<file path="src/rtl/uart_pkg.sv">
// Shared types and helpers for the UART transmit scheduler.
package uart_pkg;

   localparam int unsigned MAX_DATA_W = 16;
   localparam logic        TX_IDLE    = 1'b1;

   typedef enum logic [2:0] {
      IDLE,
      START,
      DATA,
      PARITY,
      STOP1,
      STOP2
   } tx_state_e;

   typedef struct packed {
      logic parity_en;
      logic parity_odd;
      logic stop2;
   } line_cfg_t;

   // Even parity of data, inverted when odd parity is selected.
   function automatic logic calc_parity(input logic [MAX_DATA_W-1:0] data, input logic odd);
      return (^data) ^ odd;
   endfunction

endpackage

</file>
<file path="src/rtl/uart_bit_timer.sv">
// Bit-period down-counter: loads max(div,1)-1 on load, flags the last cycle of a bit.
module uart_bit_timer #(
   parameter int unsigned DIV_W = 16
) (
   input  logic             PCLK,
   input  logic             PRESETn,
   input  logic             load,
   input  logic [DIV_W-1:0] div,
   output logic             tc_c
);

   logic [DIV_W-1:0] cnt_q;

   // A divisor of 0 behaves like 1: both load a count of 0.
   always_ff @(posedge PCLK or negedge PRESETn) begin
      if (!PRESETn) begin
         cnt_q <= '0;
      end else if (load) begin
         cnt_q <= (div == '0) ? '0 : div - DIV_W'(1);
      end else if (cnt_q != '0) begin
         cnt_q <= cnt_q - DIV_W'(1);
      end
   end

   assign tc_c = (cnt_q == '0);

endmodule

</file>
<file path="src/rtl/uart_tx_sched.sv">
// Round-robin scheduler sharing one UART Tx line between NREQ byte requesters.
module uart_tx_sched
   import uart_pkg::*;
#(
   parameter int unsigned NREQ   = 4,
   parameter int unsigned DATA_W = 8,
   parameter int unsigned DIV_W  = 16
) (
   input  logic                      PCLK,
   input  logic                      PRESETn,
   input  logic [NREQ-1:0]           req_valid,
   input  logic [NREQ*DATA_W-1:0]    req_data,
   output logic [NREQ-1:0]           req_ready,
   input  logic [DIV_W-1:0]          baud_div,
   input  logic                      parity_en,
   input  logic                      parity_odd,
   input  logic                      stop2,
   output logic                      tx,
   output logic                      busy,
   output logic [$clog2(NREQ)-1:0]   grant_id,
   output logic                      frame_done
);

   localparam int unsigned ID_W  = $clog2(NREQ);
   localparam int unsigned SUM_W = ID_W + 1;
   localparam int unsigned BIT_W = (DATA_W > 1) ? $clog2(DATA_W) : 1;

   tx_state_e         state_q, state_d;
   logic [DATA_W-1:0] shift_q, shift_d;
   logic [DATA_W-1:0] data_q, data_d;
   line_cfg_t         cfg_q, cfg_d;
   logic [DIV_W-1:0]  div_q, div_d;
   logic [BIT_W-1:0]  bit_q, bit_d;
   logic [ID_W-1:0]   rr_q, rr_d;
   logic [ID_W-1:0]   gid_d;
   logic              run_q;
   logic              tx_d, busy_d;
   logic              tc, load, last_stop, found, grant;
   logic [DIV_W-1:0]  load_div;
   logic [ID_W-1:0]   win;
   logic [SUM_W-1:0]  sum;
   logic [DATA_W-1:0] req_bytes [NREQ];

   for (genvar g = 0; g < NREQ; g++) begin : g_unpack
      assign req_bytes[g] = req_data[g*DATA_W +: DATA_W];
   end

   uart_bit_timer #(.DIV_W(DIV_W)) u_timer (
      .PCLK    (PCLK),
      .PRESETn (PRESETn),
      .load    (load),
      .div     (load_div),
      .tc_c    (tc)
   );

   assign last_stop  = tc && ((state_q == STOP2) || ((state_q == STOP1) && !cfg_q.stop2));
   assign frame_done = last_stop;

   // Next-state, arbitration and line-value logic.
   always_comb begin
      state_d   = state_q;
      shift_d   = shift_q;
      data_d    = data_q;
      cfg_d     = cfg_q;
      div_d     = div_q;
      bit_d     = bit_q;
      rr_d      = rr_q;
      gid_d     = grant_id;
      found     = 1'b0;
      win       = '0;
      sum       = '0;
      grant     = 1'b0;
      req_ready = '0;
      tx_d      = TX_IDLE;

      // First valid requester at or after the RR pointer, wrapping.
      for (int k = 0; k < NREQ; k++) begin
         sum = {1'b0, rr_q} + SUM_W'(k);
         if (sum >= SUM_W'(NREQ)) sum = sum - SUM_W'(NREQ);
         if (!found && req_valid[sum[ID_W-1:0]]) begin
            found = 1'b1;
            win   = sum[ID_W-1:0];
         end
      end
      grant = found && run_q && ((state_q == IDLE) || last_stop);

      case (state_q)
         IDLE:   ;
         START:  if (tc) begin
                    state_d = DATA;
                    bit_d   = '0;
                 end
         DATA:   if (tc) begin
                    shift_d = shift_q >> 1;
                    if (bit_q == BIT_W'(DATA_W - 1)) state_d = cfg_q.parity_en ? PARITY : STOP1;
                    else bit_d = bit_q + BIT_W'(1);
                 end
         PARITY: if (tc) state_d = STOP1;
         STOP1:  if (tc) state_d = cfg_q.stop2 ? STOP2 : IDLE;
         STOP2:  if (tc) state_d = IDLE;
         default: state_d = IDLE;
      endcase

      if (grant) begin
         state_d          = START;
         shift_d          = req_bytes[win];
         data_d           = req_bytes[win];
         cfg_d.parity_en  = parity_en;
         cfg_d.parity_odd = parity_odd;
         cfg_d.stop2      = stop2;
         div_d            = baud_div;
         gid_d            = win;
         rr_d             = (win == ID_W'(NREQ - 1)) ? '0 : win + ID_W'(1);
         req_ready        = NREQ'(1) << win;
      end

      case (state_d)
         START:   tx_d = 1'b0;
         DATA:    tx_d = shift_d[0];
         PARITY:  tx_d = calc_parity(MAX_DATA_W'(data_d), cfg_d.parity_odd);
         default: tx_d = TX_IDLE;
      endcase
      busy_d = (state_d != IDLE);
   end

   assign load     = grant || ((state_q != IDLE) && tc);
   assign load_div = grant ? baud_div : div_q;

   always_ff @(posedge PCLK or negedge PRESETn) begin
      if (!PRESETn) begin
         state_q  <= IDLE;
         shift_q  <= '0;
         data_q   <= '0;
         cfg_q    <= '0;
         div_q    <= '0;
         bit_q    <= '0;
         rr_q     <= '0;
         grant_id <= '0;
         run_q    <= 1'b0;
         tx       <= TX_IDLE;
         busy     <= 1'b0;
      end else begin
         state_q  <= state_d;
         shift_q  <= shift_d;
         data_q   <= data_d;
         cfg_q    <= cfg_d;
         div_q    <= div_d;
         bit_q    <= bit_d;
         rr_q     <= rr_d;
         grant_id <= gid_d;
         run_q    <= 1'b1;
         tx       <= tx_d;
         busy     <= busy_d;
      end
   end

endmodule

</file>
<file path="config.mk">
export PLATFORM = sky130hd
export DESIGN_NAME = uart_tx_sched
export DESIGN_NICKNAME = d
export VERILOG_FILES = /design/src/rtl/uart_pkg.sv /design/src/rtl/uart_bit_timer.sv /design/src/rtl/uart_tx_sched.sv
export SDC_FILE = /design/constraint.sdc
export NUM_CORES = 1
export LEC_CHECK = 0
export ABC_AREA = 0
export BUFFER_PORTS_ARGS = -buffer_cell sky130_fd_sc_hd__buf_2
export CAP_MARGIN = 20
export CORE_ASPECT_RATIO = 2
export CORE_MARGIN = 10
export CORE_UTILIZATION = 25
export DETAILED_ROUTE_END_ITERATION = 10
export PLACE_DENSITY = 0.4
export SETUP_SLACK_MARGIN = 0.5
export SYNTH_ARGS = -nofsm -noshare
export SYNTH_HDL_FRONTEND = slang
export SYNTH_SLANG_ARGS = --single-unit
export TNS_END_PERCENT = 100
</file>
<file path="constraint.sdc">
create_clock -name PCLK -period 6.4 [get_ports PCLK]
set_input_delay 0.96 -clock PCLK [delete_from_list [all_inputs] [get_ports PCLK]]
set_output_delay 0.96 -clock PCLK [all_outputs]
set_load 0.05 [all_outputs]
</file>
==> impl_metrics.json, run 1 <==
{
  "port_buffers": 65,
  "r2r_end": "u_timer.cnt_q[13]",
  "die_area_mm2": 0.02204,
  "skew_ns": 0.008437,
  "drtPass1Iterations": 4,
  "place_area_mm2": 0.004581,
  "crit_fanout": 30,
  "whs_endpoint": "grant_id[1]",
  "synthCells": 473,
  "grt_start_max_net_pins": 65,
  "numCtsBuffers": 9,
  "grt_setup_unrepaired": "false",
  "synth_top_area_cell": "dfrtp_1",
  "avgSynthCellArea_um2": 8.579,
  "first_iter_violations": 159,
  "fillers": 1754,
  "relSlewSlack_pct": 36.11,
  "drc_errors": 0,
  "status": "completed",
  "p_per_area_mw_per_mm2": 191.7,
  "syn_to_final_growth_pct": 19.83,
  "drive_above_1_share_pct": 18.25,
  "clock_latency_ns": 0.33,
  "cp_slowest_cell": "o41ai_1",
  "swShare_pct": 23.26,
  "setup_viol": 0,
  "h-tree-depth": 3,
  "setup_tns_ns": 0,
  "min_path_type": "flop to flop",
  "die_h_um": 200.2,
  "max_freq_mhz": 246.7,
  "clock_power_share_pct": 48.8,
  "finalPower_w": 0.0009319,
  "worst_pin_slew_ns": 0.9532,
  "hpwl_mm": 10.21,
  "place_congestion": 0.7970,
  "p_comb_share_pct": 7.7,
  "path_buf_inv": 3,
  "fin_crit_sh_pct": 63.33,
  "power_switching_w": 0.0002167,
  "routedWlPerCell_um": 17.37,
  "irDropWorstVdd_uv": 122.3,
  "clock-sinks": 64,
  "maxCapViolations": 0,
  "rows": 65,
  "crit_type": "input pin to output port",
  "grt_pass1_wl_mm": 20.67,
  "vias_per_cell": 4.833,
  "die_x_um": 110.1,
  "initial_core_util_pct": 25.59,
  "synthArstFlopShare_pct": 100.0,
  "postSynthNetCount": 539,
  "cts_resized": 0,
  "power_frac_seq_pct": 43.5,
  "cp_cell_sequence": "buf_2 -> o41ai_1 -> nor2b_1 -> a31o_2 -> buf_4 -> and2_1 -> buf_2",
  "slowest_delay_ns": 0.65,
  "clock-root-buffer": "clkbuf_16",
  "yosys-top-cells-area": "dfrtp_1, nand2_1, mux2i_1, xnor2_1, xor2_1",
  "synth_area_mm2": 0.004058,
  "synth_edf_count": 0,
  "fin_area_mm2": 0.004862,
  "synth_top_area_share_pct": 38.85,
  "cpMostUsedCell": "buf_2",
  "report.final.slew_viol_count": 0,
  "ys_seq_area_share_pct": 39.50,
  "track_usage_pct": 12.13,
  "path_clk_slew_ns": 0.05,
  "antenna_left": 0,
  "hold_start": "grant_id[1]",
  "critPathCaptureType": "output port",
  "io_pins": 66,
  "n_antenna_cell": 0,
  "fin_crit_ns": 4.053,
  "ctsLongestPathBuffers": 2,
  "critPathTopFamily": "compound AO/OA/AOI/OAI gates",
  "leakagePower_nw": 2.341,
  "ff2ff_path_depth": 9,
  "grt_pass1_vias": 3906,
  "r2r_slack_ns": 2.96,
  "synth_cell_types": 55,
  "finalHoldViolations": 0,
  "nets": 599,
  "intPower_w": 0.0007151,
  "antenna_found_initial": 0,
  "critPathRequiredTime_ns": 5.44,
  "overflow": 0,
  "hold_buffers": 0,
  "cts_tree": "done",
  "hold_depth": 2,
  "routed_wl_mm": 12.82,
  "coreArea_mm2": 0.01586,
  "start_kind": "input pin",
  "vias": 3567,
  "cp.arrival_ns": 3.09,
  "post_cts_buffers": 0,
  "ys.warnings.count": 0,
  "reg2reg_from": "u_timer.cnt_q[7]",
  "crit_start": "req_valid[1]",
  "synth.ff_latch_count": 64,
  "synth_flop_cell": "dfrtp_1"
}
-- final cells by class --
type / count / area, µm² / area share (%)
Tap cell: 201 / 251.5 / 5.172
Clock buffer: 12 / 256.5 / 5.275
Multi-Input combinational cell: 375 / 2326 / 47.84
Sequential cell: 64 / 1603 / 32.96
Timing Repair Buffer: 69 / 355.3 / 7.308
Inverter: 14 / 52.55 / 1.081
Clock inverter: 3 / 17.52 / 0.3603
-- layer usage --
metal / global-route usage [%] / share of wire, %
met1: 11.73 / 37
met3: 1.927 / 2.4
met2: 22.90 / 57
met5: 0 / 0
met4: 6.542 / 3.7
-- worst min-delay path, stage by stage, from the launching register on --
cell	delay (ns)
dfrtp_1	0.34
nand2_1	0.05
o21ai_0	0.06
-- logic make-up after synthesis --
group	share of synthesized area, %
AO/OA/AOI/OAI	14.37
XOR/XNOR	8.757
adder cells (fa/ha/maj)	2.775
buffers and inverters	3.515
flip-flops	39.50
multiplexers	6.475
other	0.09242
AND/OR/NAND/NOR	24.51
-- Yosys cell counts (7+ instances only) --
library cell	number
mux2i_1	24
a21oi_1	26
dfrtp_1	63
or3_1	10
clkbuf_1	14
xnor2_1	23
nand3_1	20
nor2_1	34
nand2b_1	8
nor3_1	21
ha_1	9
nand2_1	85
o21ai_0	23
xor2_1	15
inv_1	13
and2_1	7
-- power by group through the flow --
stage               Sequential (W)  Clock [W]  Combinational (W)
floorplan                 0.000413          0          0.0000324
global placement          0.000413          0          0.0000734
detailed placement        0.000413          0          0.0000732
CTS                       0.000405   0.000469          0.0000736
global route              0.000405   0.000487          0.0000813
finish                    0.000406   0.000455          0.0000714
-- cell usage in the layout, fill, tap and decap left out, drive strengths merged, types with 3 or more instances in the layout --
master	n
a211oi	3
a21oi	26
a31oi	5
and2	7
buf	69
clkbuf	12
dfrtp	63
ha	9
inv	14
mux2i	24
nand2	85
nand2b	8
nand3	20
nor2	35
nor2b	4
nor3	21
nor4	7
o211ai	5
o21a	4
o21ai	24
o22ai	6
or3	10
or4	7
xnor2	23
xor2	15
-- through the flow --
stage / utilization (%) / std cells / setup slack, ns / hold slack (ns)
after floorplan: - / 473 / 2.540 / 0.4507
after global placement: 28.88 / 722 / 2.058 / 0.4741
after detailed placement: 28.88 / 722 / 2.048 / 0.4754
after CTS: 30.61 / 737 / 2.264 / 0.4875
after global routing: 30.66 / 738 / 2.004 / 0.5298
final: 30.66 / 738 / 2.347 / 0.4814
-- registers in the layout, indices dropped and copies added, names as in the netlist, 2 cells and up --
name	count
div_q	16
u_timer.cnt_q	16
data_q	8
shift_q	8
bit_q	3
cfg_q	3
state_q	3
grant_id	2
rr_q	2
-- worst max-delay path by stage --
stage,cells after the start,to,slack [ns]
3_5_place_dp,11,u_timer.cnt_q[3],2.05
6_report,7,req_ready[0],2.35
3_3_place_gp,11,u_timer.cnt_q[3],2.06
5_1_grt,11,u_timer.cnt_q[3],2.00
2_1_floorplan,12,u_timer.cnt_q[1],2.54
4_1_cts,7,req_ready[0],2.26
Power figures use the tool's default switching activity.
==> run 2: changes to the inputs <==
==> constraint.sdc (replaced) <==
create_clock -name PCLK -period 4.2 [get_ports PCLK]
set_input_delay 0.63 -clock PCLK [delete_from_list [all_inputs] [get_ports PCLK]]
set_output_delay 0.63 -clock PCLK [all_outputs]
set_load 0.05 [all_outputs]
==> run 2 against run 1 <==
  * Die area did not move
  * First-iteration DRC count fell by 43%
  * Clock power rose by 67%
  * Critical endpoint is now req_ready[2]
  * Largest cell class unchanged
  * Highest routed layer unchanged
==> impl_metrics.json, run 2 (synthesized netlist as in run 1, its figures left out) <==
{
  "fin_ws_ns": 0.6452,
  "leakagePower_nw": 2.396,
  "drc_errors": 0,
  "path_buf_inv": 2,
  "finalHoldViolations": 0,
  "vias_per_cell": 4.756,
  "numCtsBuffers": 9,
  "mostFrequentLayoutCells": "nand2_1, buf_2, dfrtp_1, nor2_1, a21oi_1",
  "routedWlPerCell_um": 16.87,
  "overflow": 0,
  "critPathCaptureType": "output port",
  "grt_pass1_wl_mm": 20.29,
  "report.final.slew_viol_count": 0,
  "dpl.cell_count": 730,
  "crit_type": "flop to output port",
  "path_clk_slew_ns": 0.06,
  "slowest_delay_ns": 0.60,
  "start_kind": "flop",
  "cts_tree": "done",
  "ff2ff_path_depth": 9,
  "fin_crit_ns": 3.555,
  "drtPass1Iterations": 6,
  "track_usage_pct": 11.74,
  "reg2reg_from": "u_timer.cnt_q[7]",
  "vias": 3548,
  "use_met2_pct": 22.69,
  "syn_to_final_growth_pct": 22.26,
  "ctsLongestPathBuffers": 2,
  "grt_pass1_vias": 3869,
  "maxCapViolations": 0,
  "cp.depth": 6,
  "port_buffers": 65,
  "h-tree-depth": 3,
  "routed_wl_mm": 12.59,
  "critPathRequiredTime_ns": 3.57,
  "grt_start_max_net_pins": 65,
  "fin_area_mm2": 0.004961,
  "pre_cts_slack_ns": 0.7092,
  "antenna_left": 0,
  "clock_latency_ns": 0.33,
  "skew_ns": 0.009106,
  "n_antenna_cell": 0,
  "finalPower_w": 0.001488,
  "cp_slowest_cell": "or4_4",
  "nets": 606,
  "coreArea_mm2": 0.01586,
  "initial_core_util_pct": 25.59,
  "rows": 65,
  "worst_pin_slew_ns": 0.8632,
  "min_path_type": "input pin to async pin",
  "relSlewSlack_pct": 42.45,
  "layout_commonest_cell": "nand2_1",
  "r2r_end": "u_timer.cnt_q[13]",
  "irDropWorstVdd_uv": 173.2,
  "cp.arrival_ns": 2.92,
  "grt_util_met1_pct": 11.54,
  "antenna_found_initial": 0,
  "use_met3_pct": 1.863,
  "first_iter_violations": 90,
  "clock-root-buffer": "clkbuf_16",
  "die_x_um": 110.1,
  "critPathTopFamily": "simple AND/OR/NAND/NOR gates",
  "r2r_slack_ns": 0.91,
  "post_cts_buffers": 0,
  "clock-sinks": 64,
  "place_congestion": 0.8037,
  "setup_viol": 0,
  "grt_setup_unrepaired": "false",
  "die_area_mm2": 0.02204,
  "drive_above_1_share_pct": 19.45,
  "setup_tns_ns": 0,
  "hold_buffers": 0,
  "hpwl_mm": 9.764,
  "p_per_area_mw_per_mm2": 299.9,
  "max_freq_mhz": 281.3,
  "io_pins": 66,
  "die_h_um": 200.2,
  "largest_registers": "div_q: 16 flops, u_timer.cnt_q: 16 flops",
  "place_area_mm2": 0.004653,
  "cp_cell_sequence": "or4_4 -> nor4_4 -> a31o_4 -> buf_4 -> and2_1 -> buf_2",
  "fin_cells": 746,
  "crit_fanout": 26,
  "gr-max-usage-layer": "met2",
  "status": "completed",
  "fin_crit_sh_pct": 84.64
}
-- run 2: worst max-delay path by stage --
stage / slack, ns / to / from
after floorplan: 0.67 / u_timer.cnt_q[1] / req_valid[0]
after CTS: 0.62 / req_ready[2] / u_timer.cnt_q[7]
after detailed placement: 0.71 / u_timer.cnt_q[1] / req_valid[1]
final: 0.65 / req_ready[2] / u_timer.cnt_q[7]
after global placement: 0.61 / u_timer.cnt_q[1] / req_valid[1]
after global routing: 0.50 / req_ready[2] / u_timer.cnt_q[7]
-- run 2: what timing repair did --
item | in CTS | in global routing
endpoints found under the setup margin | 3 | 0
endpoints found under the hold margin | 0 | 0
resized for setup | 1 | 0
-- run 2: per-layer routing --
layer	share of wire (%)	routed length, µm
met5	0	0
met4	1.9	234
met3	3.2	397
met2	59	7431
met1	36	4523
-- run 2: layout make-up --
class / instances / area, µm²
fill: 1719 / 10900
multi-input combinational: 375 / 2335
sequential: 64 / 1603
timing repair buffer: 76 / 420.4
tap: 201 / 251.5
clock buffer: 11 / 242.7
clock inverter: 5 / 56.30
inverter: 14 / 52.55
-- run 2: report_power, final --
group | switching, W | leakage [nW] | internal (W)
sequential | 0.000000223 | 0.785 | 0.000617
clock | 0.000284 | 0.145 | 0.000475
combinational | 0.0000639 | 1.47 | 0.0000480
-- run 2: worst reg2reg max path, stage by stage, from the launching register on --
cell	delay, ns
dfrtp_1	0.42
or4_4	0.60
nor4_4	0.39
a31oi_4	0.19
buf_12	0.25
o41ai_1	0.56
o21a_1	0.30
o21ai_0	0.17
xor2_1	0.18
o22ai_1	0.17
-- run 2: through the flow --
step	util, %	hold slack (ns)
2_1_floorplan	-	0.3344
3_3_place_gp	29.34	0.4698
3_5_place_dp	29.34	0.4781
4_1_cts	31.28	0.4907
5_1_grt	31.28	0.5090
6_report	31.28	0.4767
